$ cat src/rtl/mux2b_arb_stream.sv
// mux2b_arb_stream: merges two valid/ready packet streams onto one registered output link.
// Round-robin packet grant by default; define MUX2B_FIXED_PRIO_EN for fixed channel-0 priority.
module mux2b_arb_stream #(
    parameter int WIDTH = 1
) (
    input  logic             clk,
    input  logic             rst_n,
    input  logic             enable,
    input  logic [WIDTH-1:0] x0,
    input  logic [WIDTH-1:0] x1,
    input  logic             v0,
    input  logic             v1,
    input  logic             l0,
    input  logic             l1,
    output logic             r0,
    output logic             r1,
    output logic [WIDTH-1:0] y,
    output logic             y_valid,
    output logic             y_last,
    input  logic             y_ready,
    output logic             sel,
    output logic             busy
);

    typedef enum logic [1:0] {
        IDLE   = 2'd0,
        GRANT0 = 2'd1,
        GRANT1 = 2'd2
    } state_t;

    state_t           state_r;
    logic [WIDTH-1:0] y_r;
    logic             y_valid_r;
    logic             y_last_r;
    logic             sel_r;

    logic             load_s;
    logic             r0_s;
    logic             r1_s;
    logic             xfer0_s;
    logic             xfer1_s;
    logic             req_s;
    logic             pick_s;

`ifndef MUX2B_FIXED_PRIO_EN
    logic             rr_r;
`endif

    // Ready generation: only the granted source may transfer, and only into a free or draining register.
    always_comb begin
        load_s  = !y_valid_r || y_ready;
        r0_s    = (state_r == GRANT0) && enable && load_s;
        r1_s    = (state_r == GRANT1) && enable && load_s;
        xfer0_s = v0 && r0_s;
        xfer1_s = v1 && r1_s;
    end

    // Arbitration choice taken from IDLE; on a tie the channel not served last wins.
    always_comb begin
        req_s = enable && (v0 || v1);
        if (v0 && v1) begin
`ifdef MUX2B_FIXED_PRIO_EN
            pick_s = 1'b0;
`else
            pick_s = ~rr_r;
`endif
        end else if (v1) begin
            pick_s = 1'b1;
        end else begin
            pick_s = 1'b0;
        end
    end

    // Packet grant FSM; a grant is released only after the last beat has been handshaken.
    always_ff @(posedge clk or negedge rst_n) begin
        if (!rst_n) begin
            state_r <= IDLE;
            sel_r   <= 1'b0;
        end else begin
            case (state_r)
                IDLE: begin
                    if (req_s) begin
                        state_r <= pick_s ? GRANT1 : GRANT0;
                        sel_r   <= pick_s;
                    end else begin
                        state_r <= IDLE;
                    end
                end
                GRANT0: begin
                    if (xfer0_s && l0) begin
                        state_r <= IDLE;
                    end else begin
                        state_r <= GRANT0;
                    end
                end
                GRANT1: begin
                    if (xfer1_s && l1) begin
                        state_r <= IDLE;
                    end else begin
                        state_r <= GRANT1;
                    end
                end
                default: begin
                    state_r <= IDLE;
                end
            endcase
        end
    end

`ifndef MUX2B_FIXED_PRIO_EN
    // Last-served pointer; resets to 1 so channel 0 wins the first tie.
    always_ff @(posedge clk or negedge rst_n) begin
        if (!rst_n) begin
            rr_r <= 1'b1;
        end else if ((state_r == IDLE) && req_s) begin
            rr_r <= pick_s;
        end else begin
            rr_r <= rr_r;
        end
    end
`endif

    // Output register: loads on an input handshake, otherwise empties once downstream accepts.
    always_ff @(posedge clk or negedge rst_n) begin
        if (!rst_n) begin
            y_r       <= '0;
            y_valid_r <= 1'b0;
            y_last_r  <= 1'b0;
        end else if (xfer0_s) begin
            y_r       <= x0;
            y_valid_r <= 1'b1;
            y_last_r  <= l0;
        end else if (xfer1_s) begin
            y_r       <= x1;
            y_valid_r <= 1'b1;
            y_last_r  <= l1;
        end else if (y_valid_r && y_ready) begin
            y_valid_r <= 1'b0;
        end else begin
            y_valid_r <= y_valid_r;
        end
    end

    assign r0      = r0_s;
    assign r1      = r1_s;
    assign y       = y_r;
    assign y_valid = y_valid_r;
    assign y_last  = y_last_r;
    assign sel     = sel_r;
    assign busy    = (state_r != IDLE);

endmodule

$ cat config.mk
export PLATFORM = sky130hd
export DESIGN_NAME = mux2b_arb_stream
export DESIGN_NICKNAME = d
export VERILOG_FILES = /design/src/rtl/mux2b_arb_stream.sv
export SDC_FILE = /design/constraint.sdc
export NUM_CORES = 1
export LEC_CHECK = 0
export CELL_PAD_IN_SITES_DETAIL_PLACEMENT = 0
export CELL_PAD_IN_SITES_GLOBAL_PLACEMENT = 1
export CORE_MARGIN = 2
export CORE_UTILIZATION = 25
export CTS_BUF_LIST = sky130_fd_sc_hd__clkbuf_16
export DETAILED_ROUTE_END_ITERATION = 10
export HOLD_SLACK_MARGIN = 0.05
export PLACE_DENSITY_LB_ADDON = 0.25
export SLEW_MARGIN = 15
export SYNTH_ARGS = -nofsm -noshare
export SYNTH_HDL_FRONTEND = slang
export SYNTH_SLANG_ARGS = --single-unit
export TNS_END_PERCENT = 5
$ cat constraint.sdc
create_clock -name clk -period 1.3 [get_ports clk]
set_input_delay 0.13 -clock clk [delete_from_list [all_inputs] [get_ports clk]]
set_output_delay 0.13 -clock clk [all_outputs]
set_load 0.01 [all_outputs]
==> run summary <==
The flow ran to the end, but the final reports show violations. The final reports fail on setup timing. Number of input and output port buffers inserted: 16. The run gives 1 as the CTS H-tree depth. The number of instances in the synthesized netlist is 42, and the mean area per synthesized cell is 9.593 sq um. Setup repair after global routing could not meet its margin everywhere. After routing the design area is 827.0 sq um. For this block, the routed nets add up to 1149 um of wire. The logs give 4 for the length of the first detailed-routing pass in iterations and 402.9 sq um for the synthesized area. The switching portion of total power works out to 0.3023. The wire length per cell after detailed routing was 12.09 um.

The logs give 0 for the reported max-cap violation count and 0.242 for the power share of the sequential group. The cell internal power dissipation came out at 1.259 mW. After the last flow step, the layout net total stands at 90. The clock share of power is 0.281, and the iteration-0 DRC count of the detailed router is 7. For the boundary pin count, the log shows 17.

The worst ir drop on vdd came out at 1232 uV. STA puts the critical path data required time at 1450 ps. For this run, design rule violations remaining after detail routing come to 0.

The logic gate share of total power was 0.478; the final-report hold violation count was 0. The die outline area is 1949 sq um, and the shortest period the worst path allows is 1349 ps. The global routing stage identified its most utilized layer as met1. The root buffer selected by CTS is clkbuf_16. Clock net sink count: 7. The final global-route overflow total was 0; the maximum number of buffers from clock root to sink was 2. The signal on the critical path passes through nand3b_1 > or4_4 > a31oi_4. In this run the worst hold path is classified as input pin to async pin. The met3 track utilization from global routing was 0.03265. Leaving out fill and tap cells, the most frequent cell in the layout is buf_4. The starting density of the core came out at 0.2674. STA puts the critical path data arrival time at 1490 ps. On the worst path, the slowest cell contributes a delay of 450 ps. The number of nets handed over by synthesis was 52. The worst slew slack as a fraction of its limit was 0.7799; the power consumption was 1.804 mW. Once placement completed, the tool counted placed cells totaling 89. Detailed routing inserted a total of 464 vias.

For this design the ratio of total power to cell area is 2181 nW/um^2. For the maximum clock skew at final layout, the log shows 1.999 ps. The site row count is 14.

The antenna violation net count after detailed routing is 0. For the pin with the worst max-slew slack, the measured transition is 327.2 ps. The worst setup path is launched from a flip-flop.

Met2 layer usage reported by global route: 0.1706. The part of the Yosys area used for sequential elements is 0.4379. On the critical path the largest part of the delay comes from simple AND/OR/NAND/NOR gates. The fraction of layout cells with a size suffix above 1 works out to 0.4557. For this design, the CTS-stage hold fixing added 0 buffers. The type of element capturing the critical path was a flip-flop. The later-pin clock latency in the skew report is 230 ps. The number of antenna violations at the first check in global routing is 0, and the count of buffer and inverter cells on the critical path is 0. The maximum fanout along the worst path is 5, and the wire length of the first global-routing pass is 1738 um. From synthesis to final layout, the design area changed by 105.3%.

The met1 track demand over resource is 0.1756, and the number of warning messages in the yosys log is 0. TritonCTS created 3 clock buffers. The wire-length estimate of the detail-placed layout is 851.9 um.

The flip-flop and latch count after synthesis works out to 7. The logs give 695.7 sq um for the total cell area at the placement stage and 95 for the final non-filler cell total. Prior to clock tree synthesis, the placed netlist has a worst setup slack of -334.0 ps.

The number of different library cells in the post-synthesis netlist was 26; the leakage power total was 0.3632 nW. The critical path is of the flip-flop to flip-flop type. Entering global routing, the biggest net connects 8 pins.

The global placement routability congestion was 0.7618. The die height is 44.15 um, and the max-slew violation count is 0. TritonCTS built the clock tree. For the least setup slack across all paths after layout, the log shows -49.12 ps. The top cell types in the final layout, fill and taps aside, are buf_4 (17), clkdlybuf4s50_1 (12), dfrtp_1 (5). The final cycle utilization of the critical path is 1.038. The timing-limited maximum frequency came out at 0.7412 GHz. 0 antenna diodes ended up in the layout.

The overall track demand over capacity in global routing was 0.1222; the via-per-instance ratio was 4.884. The logs give 1 for the total setup violations reported at the end of the flow and 415 for the via count of the first global-routing pass. Clock-pin slew was measured on the worst setup and hold paths at 40 ps.

The run gives 1506 sq um as the area of the core region. The cell with the largest stage delay on the worst path is or4_4. For this design the total switching power over the nets is 0.5453 mW. The die is 44.15 um wide.
[per-stage QoR]
step | utilization | hold WS, ps | setup TNS [ps]
after global placement | 0.4618 | 396.7 | -1450
after CTS | 0.5116 | 163.9 | -61.03
final | 0.5490 | 154.8 | -49.12
after global routing | 0.5490 | 184.2 | -146.7
after detailed placement | 0.4618 | 407.7 | -1409
after floorplan | - | -165.6 | 0
[final cells by class]
type	count	area (sq um)
fill	143	679.4
timing repair buffer	33	271.5
multi-input combinational	32	267.8
sequential	7	177.7
clock buffer	3	75.07
tap	16	20.02
inverter	3	11.26
clock inverter	1	3.754
[metal layers]
metal | wire length (um) | vias to the layer above
met5 | 0 | -
met4 | 0 | 0
met3 | 76 | 0
met2 | 505 | 13
met1 | 567 | 214
li1 | - | 237
[cell usage after synthesis (all sizes together)]
cell type	n	area, sq um
a21boi	1	7.510
a21oi	2	10.01
a22o	1	8.760
a31o	2	17.52
a31oi	3	18.77
a41oi	1	8.760
and4b	1	10.01
dfrtp	6	150.1
dfstp	1	26.28
inv	3	11.26
nand2	2	7.510
nand2b	3	18.77
nand3	2	10.01
nand3b	2	15.01
nor2	1	3.750
nor2b	1	6.260
nor3	1	5.000
nor3b	1	12.51
nor4	2	12.51
o211ai	1	7.510
o31ai	2	15.01
or2	1	6.260
or3	1	6.260
or4	1	7.510
[worst reg2reg max path: cells and delay by family (launching register included)]
family	cells	cell delay, ps
simple gates	2	660
compound gates	1	190
flops	1	420
[logic make-up (layout without fill, tap and decap cells)]
family | count (synthesis) | in the layout | share of synthesized area
buf+inv | 3 | 40 | 0.02795
compound gates | 13 | 13 | 0.2329
flops | 7 | 7 | 0.4379
simple gates | 19 | 19 | 0.3013
[sequential cells by signal (all words and copies together), names as in the netlist]
register,count
y_last,1
sel,1
y,1
rr_r,1
y_valid,1
state_r,2
[power by group through the flow]
| stage | combinational [mW] | clock [mW] | sequential [mW] |
|---|---|---|---|
| global placement | 0.768 | 0 | 0.436 |
| floorplan | 0.292 | 0 | 0.449 |
| CTS | 0.732 | 0.517 | 0.438 |
| detailed placement | 0.765 | 0 | 0.436 |
| global route | 0.944 | 0.530 | 0.448 |
| finish | 0.862 | 0.507 | 0.436 |
[timing repair]
action	in CTS	in global routing
setup endpoints to repair	5	6
setup buffers	0	2
resized for setup	11	11
pin swaps	1	1
[path summary, 6_finish.rpt]
check / from / endpoint / slack (ps) / cells past startpoint
max: state_r[0] / y / -50 / 3
min: rst_n / sel / 150 / 1
max reg2reg: state_r[0] / y / -50 / 3
min reg2reg: sel / sel / 500 / 1
max in group asynchronous: rst_n / rr_r / 870 / 1
min in group clk: sel / sel / 500 / 1
No activity file was read; power rests on OpenSTA's default activity.
==> variant (same flow settings) <==
Add a define of `MUX2B_FIXED_PRIO_EN`.
--- a/src/rtl/mux2b_arb_stream.sv
+++ b/src/rtl/mux2b_arb_stream.sv
@@ -1,5 +1,7 @@
 // mux2b_arb_stream: merges two valid/ready packet streams onto one registered output link.
 // Round-robin packet grant by default; define MUX2B_FIXED_PRIO_EN for fixed channel-0 priority.
+`define MUX2B_FIXED_PRIO_EN
+
 module mux2b_arb_stream #(
     parameter int WIDTH = 1
 ) (
Check against the original RTL: not equivalent (Yosys sat finds a counterexample within 4 cycles, from zero or initial values and one cycle with rst_n low).
==> variant against the original RTL <==
- the flow still finishes with violations (negative setup slack)
- non-clock buffer count grew 1
- clock power shrank 3%
- sequential cell count shrank 1
- power shrank 11%
- cell area shrank 9.7%
- wire length shrank 2.8%
- sequential share of layout area shrank 1.4 points
- synthesized area shrank 12%
- setup slack lost 12 ps
- largest power group unchanged
- highest routed layer is now met4
==> variant: results (changes against the original RTL) <==
status=finished with violations; failing checks=negative setup slack; post-CTS setup buffers=1 (+1); Post-Route Skew=1.44 ps (-0.563 ps); Worst-Margin Slew=316 ps (-11.5 ps); CP max-delay cell=or4b_4; crit-path max FO=4 (-1); pre-CTS WS=-389 ps (-54.6 ps); first-pass GRT wire length=1.85 mm (+6.4%); syn_area_per_cell=9.60 um^2 (+0.12%); CP max stage delay=520 ps (+70 ps); top cells by area, synth=dfrtp_1 42%, a31oi_1 7.0%, nand3b_4 5.6%; Power Internal=0.00114 W (-9.8%); Leakage=0.353 nW (-2.7%); final setup fails=3 (+2); Post-Layout Cell Count=88 (-7.4%); Cell variety after synth=23 (-12%); Post-synth top cells=6 x dfrtp_1, 4 x a31oi_1, 3 x nor2_1; post-route setup slack=-61.5 ps (-12.3 ps); syn nets=47 (-9.6%); Crit path arrival time=1510 ps (+20 ps); total negative slack=-118 ps (-68.9 ps); P per Cell Area=2150 nW/um^2 (-1.3%); GRT Total Usage=14.4% (+2.1 points); dpl cells=83 (-6.7%); WHS=164 ps (+8.70 ps)
==> variant: final cells by class <==
class	count	area, um^2
multi-input cells	27	208
flip-flops and latches	6	150
fillers	122	571
inverters	3	11.3
clock buffers	3	75.1
well taps	15	18.8
repair buffers	34	284
==> variant: power by group through the flow <==
stage | logic [W] | registers (W) | clock network, W
global placement | 0.000727 | 0.000343 | 0
floorplan | 0.000244 | 0.000383 | 0
finish | 0.000780 | 0.000337 | 0.000491
CTS | 0.000757 | 0.000339 | 0.000496
detailed placement | 0.000733 | 0.000347 | 0
global route | 0.000842 | 0.000348 | 0.000506
==> variant: routing by layer <==
layer	vias up	GRT usage (%)	share of wire (%)
met3	4	3.04	5.2
met1	199	19.1	50
met5	-	0	0
met2	14	20.6	43
met4	0	9.68	2.1
li1	219	-	-
==> variant: logic make-up after synthesis <==
logic type,after synthesis,synth area share [%]
buffers and inverters,4,4.58
AOI/OAI and AO/OA,11,21.8
DFF,6,42.3
and+or+nand+nor,16,31.3
